## config.mk

```make
export PLATFORM = sky130hd
export DESIGN_NAME = uart_receiver
export DESIGN_NICKNAME = d
export VERILOG_FILES = /design/src/rtl/uart_pkg.sv /design/src/rtl/uart_rx_sync.sv /design/src/rtl/uart_receiver.sv
export SDC_FILE = /design/constraint.sdc
export NUM_CORES = 1
export LEC_CHECK = 0
export CAP_MARGIN = 0
export CORE_MARGIN = 1.5
export CORE_UTILIZATION = 59
export DETAILED_ROUTE_END_ITERATION = 10
export PLACE_DENSITY = 0.83
export SLEW_MARGIN = 0
export SYNTH_ARGS = -nofsm -noshare
export SYNTH_HDL_FRONTEND = slang
export SYNTH_SLANG_ARGS = --single-unit
```

## constraint.sdc

```tcl
create_clock -name uart_clock -period 3.15 [get_ports uart_clock]
set_clock_uncertainty 0.1 [all_clocks]
set_input_delay 0.315 -clock uart_clock [delete_from_list [all_inputs] [get_ports uart_clock]]
set_output_delay 0.315 -clock uart_clock [all_outputs]
set_load 0.01 [all_outputs]
```

## src/rtl/uart_pkg.sv

```systemverilog
// Shared UART definitions: receiver state encoding, frame geometry and the
// parity rule used by both link directions.
package uart_pkg;

  typedef logic [2:0] uart_state_t;

  localparam uart_state_t S_IDLE      = 3'd0;
  localparam uart_state_t S_START     = 3'd1;
  localparam uart_state_t S_DATA      = 3'd2;
  localparam uart_state_t S_PARITY    = 3'd3;
  localparam uart_state_t S_STOP      = 3'd4;
  localparam uart_state_t S_WAIT_IDLE = 3'd5;

  localparam int UART_DATA_BITS  = 8;
  localparam int UART_FRAME_BITS = 11;

  // Parity bit a transmitter puts on the line for this byte.
  function automatic logic parity_bit(input logic [UART_DATA_BITS-1:0] d,
                                      input logic odd);
    return (^d) ^ odd;
  endfunction

endpackage

```

## src/rtl/uart_rx_sync.sv

```systemverilog
// Two-flop synchronizer for asynchronous inputs; resets to 1 so an idle
// serial line does not look like a start edge coming out of reset.
module uart_rx_sync (
  input  logic clk_i,
  input  logic reset_i,
  input  logic async_i,
  output logic sync_o
);

  logic meta_q;
  logic sync_q;

  always_ff @(posedge clk_i) begin
    if (reset_i) begin
      meta_q <= 1'b1;
      sync_q <= 1'b1;
    end else begin
      meta_q <= async_i;
      sync_q <= meta_q;
    end
  end

  assign sync_o = sync_q;

endmodule

```

## src/rtl/uart_receiver.sv

```systemverilog
// Oversampling UART receiver: start, 8 data bits LSB first, parity, stop.
// state     | meaning
// ----------+-----------------------------------------------------------
// IDLE      | line idle, waiting for a falling edge on rxs
// START     | confirm start bit at its centre (false-start rejection)
// DATA      | sample 8 data bits at bit centres, shifting in LSB first
// PARITY    | sample parity bit and latch the mismatch flag
// STOP      | sample stop bit; deliver byte or flag framing error
// WAIT_IDLE | framing error seen; hold until the line returns high
module uart_receiver
  import uart_pkg::*;
#(
  parameter int OVERSAMPLE = 16,
  parameter bit PARITY_ODD = 1'b0
) (
  input  logic                      uart_clock,
  input  logic                      reset,
  input  logic                      rx,
  output logic [UART_DATA_BITS-1:0] data,
  output logic                      dataValid,
  output logic                      parityError,
  output logic                      framingError,
  output logic                      busy
);

  localparam int TW = $clog2(OVERSAMPLE);
  localparam logic [TW-1:0] TICK_HALF = TW'(OVERSAMPLE/2 - 1);
  localparam logic [TW-1:0] TICK_LAST = TW'(OVERSAMPLE - 1);
  localparam logic [TW-1:0] TICK_ONE  = TW'(1);
  localparam logic [2:0]    BIT_LAST  = 3'(UART_DATA_BITS - 1);

  logic rxs;
  logic rxs_prev_q;

  uart_state_t state_q, state_d;
  logic [TW-1:0] tick_q, tick_d;
  logic [2:0] bit_q, bit_d;
  logic [UART_DATA_BITS-1:0] shift_q, shift_d;
  logic [UART_DATA_BITS-1:0] data_q, data_d;
  logic perr_q, perr_d;
  logic valid_q, valid_d;
  logic perr_out_q, perr_out_d;
  logic ferr_q, ferr_d;

  uart_rx_sync u_sync (
    .clk_i   (uart_clock),
    .reset_i (reset),
    .async_i (rx),
    .sync_o  (rxs)
  );

  always_ff @(posedge uart_clock) begin
    if (reset) begin
      rxs_prev_q <= 1'b1;
      state_q    <= S_IDLE;
      tick_q     <= '0;
      bit_q      <= '0;
      shift_q    <= '0;
      data_q     <= '0;
      perr_q     <= 1'b0;
      valid_q    <= 1'b0;
      perr_out_q <= 1'b0;
      ferr_q     <= 1'b0;
    end else begin
      rxs_prev_q <= rxs;
      state_q    <= state_d;
      tick_q     <= tick_d;
      bit_q      <= bit_d;
      shift_q    <= shift_d;
      data_q     <= data_d;
      perr_q     <= perr_d;
      valid_q    <= valid_d;
      perr_out_q <= perr_out_d;
      ferr_q     <= ferr_d;
    end
  end

  always_comb begin
    state_d = state_q;
    unique case (state_q)
      S_IDLE:      if (!rxs && rxs_prev_q) state_d = S_START;
      S_START:     if (tick_q == TICK_HALF) state_d = rxs ? S_IDLE : S_DATA;
      S_DATA:      if (tick_q == TICK_LAST && bit_q == BIT_LAST) state_d = S_PARITY;
      S_PARITY:    if (tick_q == TICK_LAST) state_d = S_STOP;
      S_STOP:      if (tick_q == TICK_LAST) state_d = rxs ? S_IDLE : S_WAIT_IDLE;
      S_WAIT_IDLE: if (rxs) state_d = S_IDLE;
      default:     state_d = S_IDLE;
    endcase
  end

  // Datapath next-state; delivery strobes default low so they last one cycle.
  always_comb begin
    tick_d     = tick_q + TICK_ONE;
    bit_d      = bit_q;
    shift_d    = shift_q;
    data_d     = data_q;
    perr_d     = perr_q;
    valid_d    = 1'b0;
    perr_out_d = 1'b0;
    ferr_d     = 1'b0;
    unique case (state_q)
      S_IDLE: begin
        tick_d = '0;
        bit_d  = '0;
      end
      S_START: begin
        if (tick_q == TICK_HALF) begin
          tick_d = '0;
          bit_d  = '0;
        end
      end
      S_DATA: begin
        if (tick_q == TICK_LAST) begin
          tick_d  = '0;
          shift_d = {rxs, shift_q[UART_DATA_BITS-1:1]};
          bit_d   = bit_q + 3'd1;
        end
      end
      S_PARITY: begin
        if (tick_q == TICK_LAST) begin
          tick_d = '0;
          perr_d = parity_bit(shift_q, PARITY_ODD) != rxs;
        end
      end
      S_STOP: begin
        if (tick_q == TICK_LAST) begin
          tick_d = '0;
          if (rxs) begin
            data_d     = shift_q;
            valid_d    = 1'b1;
            perr_out_d = perr_q;
          end else begin
            ferr_d = 1'b1;
          end
        end
      end
      default: tick_d = '0;
    endcase
  end

  always_comb begin
    busy = (state_q != S_IDLE);
  end

  assign data         = data_q;
  assign dataValid    = valid_q;
  assign parityError  = perr_out_q;
  assign framingError = ferr_q;

endmodule

```

======== After elaboration in Yosys (flattened, before gate mapping) ========
Cells that the tools add are included.
storage, ports and cells
  output and inout port bits .............. 12
  bits of input ports ..................... 3
  word-level logic and storage cells ...... 65
  register bits after elaboration ......... 33
operators by class
  bitwise operators ....................... 3
  eq/ne operators ......................... 16
  reductions and logical operators ........ 15
  muxes and demuxes ....................... 17
  add/sub/neg operators ................... 2
operator list
  operator                                                               count
  3-bit two-way mux                                                      9
  3-bit case mux with 6 select lines                                     1
  2-bit inequality test, second input constant                           6
  3-bit equality test, second input constant                             3
  3-bit case mux with 3 select lines                                     1
  4-bit two-way mux                                                      2
  4-bit case mux with 2 select lines                                     1
  8-bit parity                                                           1
  3-bit by 2-bit equality test with 1-bit output, second input constant  2
  3-bit AND reduction                                                    2
  6-bit AND reduction                                                    1
  3-bit nonzero test                                                     2
  3-bit OR reduction                                                     2
  4-bit by 1-bit adder with 4-bit output, second input constant          1
  4-bit by 3-bit equality test with 1-bit output, second input constant  1
  4-bit equality test, second input constant                             1
  2-bit AND reduction                                                    2
  4-bit OR reduction                                                     1
  3-bit by 1-bit adder with 3-bit output, second input constant          1
  3-bit by 1-bit equality test with 1-bit output, second input constant  1
  3-bit zero test                                                        1
  1-bit NOT                                                              3
  1-bit logical AND                                                      2
  1-bit two-way mux                                                      2
  4 further kinds                                                        4

======== Depth between registers and ports, before layout ========
  depth after elaboration ................. 4
  depth in mapped cells ................... 6
  mapped depth without buffers ............ 6

======== Hierarchy ========
From an unflattened synthesis, not the netlist that was laid out.
unflattened totals
  cell total of the unflattened synthesis .. 143
  area, all modules ....................... 1,417.6 um^2
modules (own cells, without submodules)
  module         times used  area an instance (um^2)  cells each  sequential area each (um^2)
  uart_receiver  1           1,365.1                  139         620.6
  uart_rx_sync   1           52.6                     4           40.0

======== Least setup slack after synthesis ========
Ideal clock, no wire load.
  kind .................................... register to register
  from .................................... register tick_q[0]
  to ...................................... register state_q[0]
  cell stages (with the launch flop) ...... 7
  data arrival time ....................... 1,484 ps
  setup time .............................. 67 ps
  buffers on the path ..................... 0
  clock period less this slack ............ 1,651 ps
  data required time ...................... 2,983 ps
  slack ................................... 1,499 ps
  path through ............................ dfxtp_1 ha_1 nand3_2 a21bo_2 nand4_4 or3_1 a21oi_2
on the way
  word-level cells in the longest chain between the ends .. 4
  elaborated cells between the ends (all ways) .. 8
  those cells by class .................... eq/ne: 6; reduce/logical: 2
ends and longest elaborated chain
  item                             RTL line                                                       text
  from (decl)                      uart_receiver.sv:36                                            logic [TW-1:0] tick_q, tick_d;
  from (signal assigned)           uart_receiver.sv:67                                            tick_q <= tick_d;
  4-bit equality test              uart_receiver.sv:83, uart_receiver.sv:84, uart_receiver.sv:85
  1-bit logical AND                uart_receiver.sv:83                                            S_DATA: if (tick_q == TICK_LAST && bit_q == BIT_LAST) state_d = S_PARITY;
  2-bit inequality test (no line)  --
  6-bit AND reduction (no line) *  --
  to (signal assigned)             uart_receiver.sv:66                                            state_q <= state_d;
  to (decl)                        uart_receiver.sv:35                                            uart_state_t state_q, state_d;
Every way passes the cells marked *; elsewhere a longest branch is shown, timed or not.
A chain may end at the register's enable or synchronous reset.

======== Worst setup path in the final report ========
  from .................................... register tick_q[0]
  to ...................................... register shift_q[6]
on the way
  word-level cells in the longest chain between the ends .. 2
ends and longest elaborated chain
  item                           RTL line              text
  4-bit equality test            uart_receiver.sv:113  if (tick_q == TICK_LAST) begin
  2-bit AND reduction (no line)  --
  to (signal assigned)           uart_receiver.sv:69   shift_q <= shift_d;
  to (decl)                      uart_receiver.sv:38   logic [UART_DATA_BITS-1:0] shift_q, shift_d;
Every way passes these cells.

==> flow_summary.html <==
<table>
<tr><th>Metric</th><th>Value</th></tr>
<tr><th colspan="2">Status</th></tr>
<tr><td>Result of the run</td><td>complete, no violations</td></tr>
<tr><th colspan="2">Timing</th></tr>
<tr><td>Headroom to the max-slew limit</td><td>33.7%</td></tr>
<tr><td>Number of max-slew violations in the final report</td><td>0</td></tr>
<tr><td>Post-route clock period utilization</td><td>69.4%</td></tr>
<tr><td>RSZ-0062 raised after global routing</td><td>false</td></tr>
<tr><td>Transition time at the pin with the least slew margin</td><td>991 ps</td></tr>
<tr><td>Endpoints failing setup</td><td>0</td></tr>
<tr><td>Final critical path time including I/O delays and setup</td><td>2180 ps</td></tr>
<tr><td>Final hold violations</td><td>0</td></tr>
<tr><td>Setup tns final</td><td>0 ps</td></tr>
<tr><td>Highest Clock Rate</td><td>458 MHz</td></tr>
<tr><th colspan="2">Final layout</th></tr>
<tr><td>Final instance count without filler cells</td><td>184</td></tr>
<tr><td>Area delta synth-&gt;final</td><td>15.3%</td></tr>
<tr><td>Layout fillers</td><td>183</td></tr>
<tr><td># nets final</td><td>161</td></tr>
<tr><td>Fraction of final layout cells sized beyond drive strength 1</td><td>11.5%</td></tr>
<tr><td>ANT cells</td><td>0</td></tr>
<tr><th colspan="2">Floorplanning</th></tr>
<tr><td>Starting density of the core</td><td>between 60 and 70%</td></tr>
<tr><td>I/O pin cnt</td><td>15</td></tr>
<tr><td>Die height</td><td>52.1 um</td></tr>
<tr><td>Placement Rows</td><td>17</td></tr>
<tr><td>Width of the die</td><td>52.1 um</td></tr>
<tr><td>Core Area</td><td>between 0.002 and 0.0025 mm2</td></tr>
<tr><td>Die ar.</td><td>0.00271 mm2</td></tr>
<tr><th colspan="2">Clock network</th></tr>
<tr><td>Clock tree from TritonCTS</td><td>done</td></tr>
<tr><td>CTS max path bufs</td><td>2</td></tr>
<tr><td># hold bufs at CTS</td><td>0</td></tr>
<tr><td>Clock sink total</td><td>33</td></tr>
<tr><td>Clock transition at path regs</td><td>100 ps</td></tr>
<tr><td>Number of setup buffers added after CTS</td><td>0</td></tr>
<tr><td>Num CTS Buffers</td><td>5</td></tr>
<tr><td>Total of cells resized after clock tree synthesis</td><td>0</td></tr>
<tr><td>Clock H-tree levels</td><td>2</td></tr>
<tr><td>Clock Root Buffer</td><td>sky130_fd_sc_hd__clkbuf_4</td></tr>
<tr><td>Clk_lat worst skew</td><td>~320 ps</td></tr>
<tr><th colspan="2">Drt</th></tr>
<tr><td>Detailed router's first-iteration violation count</td><td>10</td></tr>
<tr><td>Remaining routing DRC violations</td><td>0</td></tr>
<tr><td>Average wire per cell in the routed design</td><td>13.0 um</td></tr>
<tr><td>Detailed-route wire length</td><td>roughly 2.4 mm</td></tr>
<tr><td>Detailed route wirelength on metal3</td><td>96 um</td></tr>
<tr><td>Sum of met2 wire segment lengths after detailed routing</td><td>1.16 mm</td></tr>
<tr><td>Antenna viol nets, final</td><td>0</td></tr>
<tr><td>Metal1 wirelength</td><td>1.13 mm</td></tr>
<tr><td>Via count</td><td>993</td></tr>
<tr><td>Number of vias per cell after detailed routing</td><td>5.40</td></tr>
<tr><td>First-pass iteration count of the detailed router</td><td>4</td></tr>
<tr><td>Highest Signal Layer</td><td>met4</td></tr>
<tr><th colspan="2">Power and ir drop</th></tr>
<tr><td>LEAKAGE</td><td>0.669 nW</td></tr>
<tr><td>Largest voltage drop on the vdd net</td><td>0.000433 V</td></tr>
<tr><td>Net switching fraction of the power</td><td>21.5%</td></tr>
<tr><td>Fraction of power consumed by sequential logic</td><td>52.9%</td></tr>
<tr><td>Internal power contribution</td><td>~640 uW</td></tr>
<tr><td>Share of power burned in the clock network</td><td>40.1%</td></tr>
<tr><td>Net switching power figure</td><td>175 uW</td></tr>
<tr><td>Power per standard cell area</td><td>just under 500 mW/mm2</td></tr>
<tr><td>Logic pwr share</td><td>7.1%</td></tr>
<tr><th colspan="2">Synthesis</th></tr>
<tr><td>Commonest cells in the netlist</td><td>sky130_fd_sc_hd__dfxtp_1 (33), sky130_fd_sc_hd__nor2_1 (24), sky130_fd_sc_hd__mux2i_1 (19)</td></tr>
<tr><td>Async set or reset register ratio after synthesis</td><td>0%</td></tr>
<tr><td>Largest area contributor in the netlist</td><td>sky130_fd_sc_hd__dfxtp_1</td></tr>
<tr><td>Flop and latch count out of synthesis</td><td>33</td></tr>
<tr><td>Top area cells in the synthesized netlist</td><td>sky130_fd_sc_hd__dfxtp_1 (46%), sky130_fd_sc_hd__mux2i_1 (13%), sky130_fd_sc_hd__nor2_1 (6.3%)</td></tr>
<tr><td>Total standard cell area after synthesis</td><td>0.00142 mm2</td></tr>
<tr><td>Number of instances in the synthesized netlist</td><td>143</td></tr>
<tr><td>Number of enable flip-flop cells after synthesis</td><td>0</td></tr>
<tr><td>Net Count, Synth</td><td>149</td></tr>
<tr><td>Seq/Total Area, Yosys</td><td>46.4%</td></tr>
<tr><td>Yosys top cell area share</td><td>46.4%</td></tr>
<tr><td>Main flop type after synthesis</td><td>sky130_fd_sc_hd__dfxtp_1</td></tr>
<tr><td>Top-count cell post-synth</td><td>sky130_fd_sc_hd__dfxtp_1</td></tr>
<tr><td>Number of different library cells in the post-synthesis netlist</td><td>36</td></tr>
<tr><td>Warnings from Yosys</td><td>0</td></tr>
<tr><td>Mean Syn Cell Area</td><td>9.95 um2</td></tr>
<tr><th colspan="2">Worst setup path</th></tr>
<tr><td>Arrival time of the worst setup path</td><td>2260 ps</td></tr>
<tr><td>Category of the worst setup path capture point</td><td>flip-flop</td></tr>
<tr><td>Required @ worst endpoint</td><td>about 3200 ps</td></tr>
<tr><td>Critical path's top delay family</td><td>simple AND/OR/NAND/NOR gates</td></tr>
<tr><td>Delay of the slowest cell on the worst path</td><td>a little over 800 ps</td></tr>
<tr><td>Slowest stage cell on the critical path</td><td>sky130_fd_sc_hd__nor3_2</td></tr>
<tr><td>Worst setup path class</td><td>flip-flop to flip-flop</td></tr>
<tr><td>Worst-path maximum fanout</td><td>11</td></tr>
<tr><td>Kind of launch point of the worst setup path</td><td>flip-flop</td></tr>
<tr><td>Critical path cell sequence</td><td>ha_1, nand3_2, nor3_2, mux2i_1, nor2_1</td></tr>
<tr><td>Crit path buf inv count</td><td>0</td></tr>
<tr><th colspan="2">Place</th></tr>
<tr><td>Quantity of I/O buffers inserted on ports</td><td>14</td></tr>
<tr><td>RD Place Congestion</td><td>0.802</td></tr>
<tr><td>Placed cell count</td><td>176</td></tr>
<tr><td>Post-detailed-placement half-perimeter wirelength</td><td>approximately 1.7 mm</td></tr>
<tr><th colspan="2">GRT</th></tr>
<tr><td>Initial antenna violation count</td><td>0</td></tr>
<tr><td>Largest net degree at the start of global routing</td><td>30</td></tr>
<tr><td>Wire length of the first global-routing pass</td><td>slightly above 4 mm</td></tr>
<tr><td>GR Overflow Total</td><td>0</td></tr>
<tr><td>Total track usage</td><td>21.1%</td></tr>
<tr><td>Via count of the first global-routing pass</td><td>949</td></tr>
<tr><th colspan="2">Hold path</th></tr>
<tr><td>Hold crit path type</td><td>flip-flop to flip-flop</td></tr>
<tr><th colspan="2">Run</th></tr>
<tr><td>Max_cap viols</td><td>0</td></tr>
</table>
## area by class of cell
type / count / area [um2] / share of cell area [%]
multi-input cells: 101 / 719 / 43.9
flip-flops and latches: 33 / 661 / 40.3
repair buffers: 14 / 140 / 8.54
clock buffers: 7 / 55.1 / 3.36
well taps: 28 / 35.0 / 2.14
clock inverters: 1 / 30.0 / 1.83
## power groups by stage
stage               combinational [mW]  sequential [mW]  clock [mW]
floorplan                       0.0531            0.433           0
global placement                0.0566            0.440           0
detailed placement              0.0576            0.441           0
CTS                             0.0578            0.432       0.335
global route                    0.0642            0.434       0.353
finish                          0.0576            0.431       0.327
## state kept, by name, indices dropped and copies added, names as in the netlist, 3 cells and up
name / flops
tick_q: 4
data: 8
shift_q: 8
state_q: 3
bit_q: 3
## worst paths after layout
path | startpoint | to | slack [ps] | depth (start not counted)
setup reg to reg | tick_q[0]$_SDFF_PP0_ | shift_q[6]$_SDFFE_PP0P_ | 970 | 5
hold / removal | u_sync.meta_q$_SDFF_PP1_ | u_sync.sync_o$_SDFF_PP1_ | 320 | 1
setup / recovery | tick_q[0]$_SDFF_PP0_ | shift_q[6]$_SDFFE_PP0P_ | 970 | 5
hold reg to reg | u_sync.meta_q$_SDFF_PP1_ | u_sync.sync_o$_SDFF_PP1_ | 320 | 1
## logic make-up after synthesis
kind of cell | synth area share (%)
and+or+nand+nor | 21.5
DFF | 46.4
muxes | 13.4
AOI/OAI and AO/OA | 6.60
xor gates and xnor gates | 6.51
buffers and inverters | 2.99
adders and majority gates | 2.64
## layer usage
| metal | vias to the layer above | GRT usage, % |
|---|---|---|
| met4 | 0 | 7.46 |
| met5 | - | 0 |
| met3 | 2 | 8.62 |
| met2 | 20 | 35.0 |
| met1 | 459 | 24.2 |
| li1 | 512 | - |
## layout by cell type (no fill, tap or decap), types with 4 or more instances in the layout
cell and count:
sky130_fd_sc_hd__dfxtp_1 33, sky130_fd_sc_hd__xnor2_1 5, sky130_fd_sc_hd__nor2_1 24, sky130_fd_sc_hd__mux2i_1 19, sky130_fd_sc_hd__or2_2 4, sky130_fd_sc_hd__nand2_1 7
sky130_fd_sc_hd__clkbuf_4 5, sky130_fd_sc_hd__clkdlybuf4s50_1 14
## through the flow
stage / setup WS (ps) / util, % / hold slack (ps) / cell area (um2) / power [mW]
2_1_floorplan: 1500 / - / 289 / 1420 / 0.486
3_3_place_gp: 1080 / 69.0 / 294 / 1560 / 0.497
3_5_place_dp: 985 / 69.0 / 298 / 1560 / 0.499
4_1_cts: 957 / 72.8 / 323 / 1640 / 0.825
5_1_grt: 794 / 72.8 / 361 / 1640 / 0.851
6_report: 965 / 72.8 / 320 / 1640 / 0.816
Power figures use the tool's default switching activity.
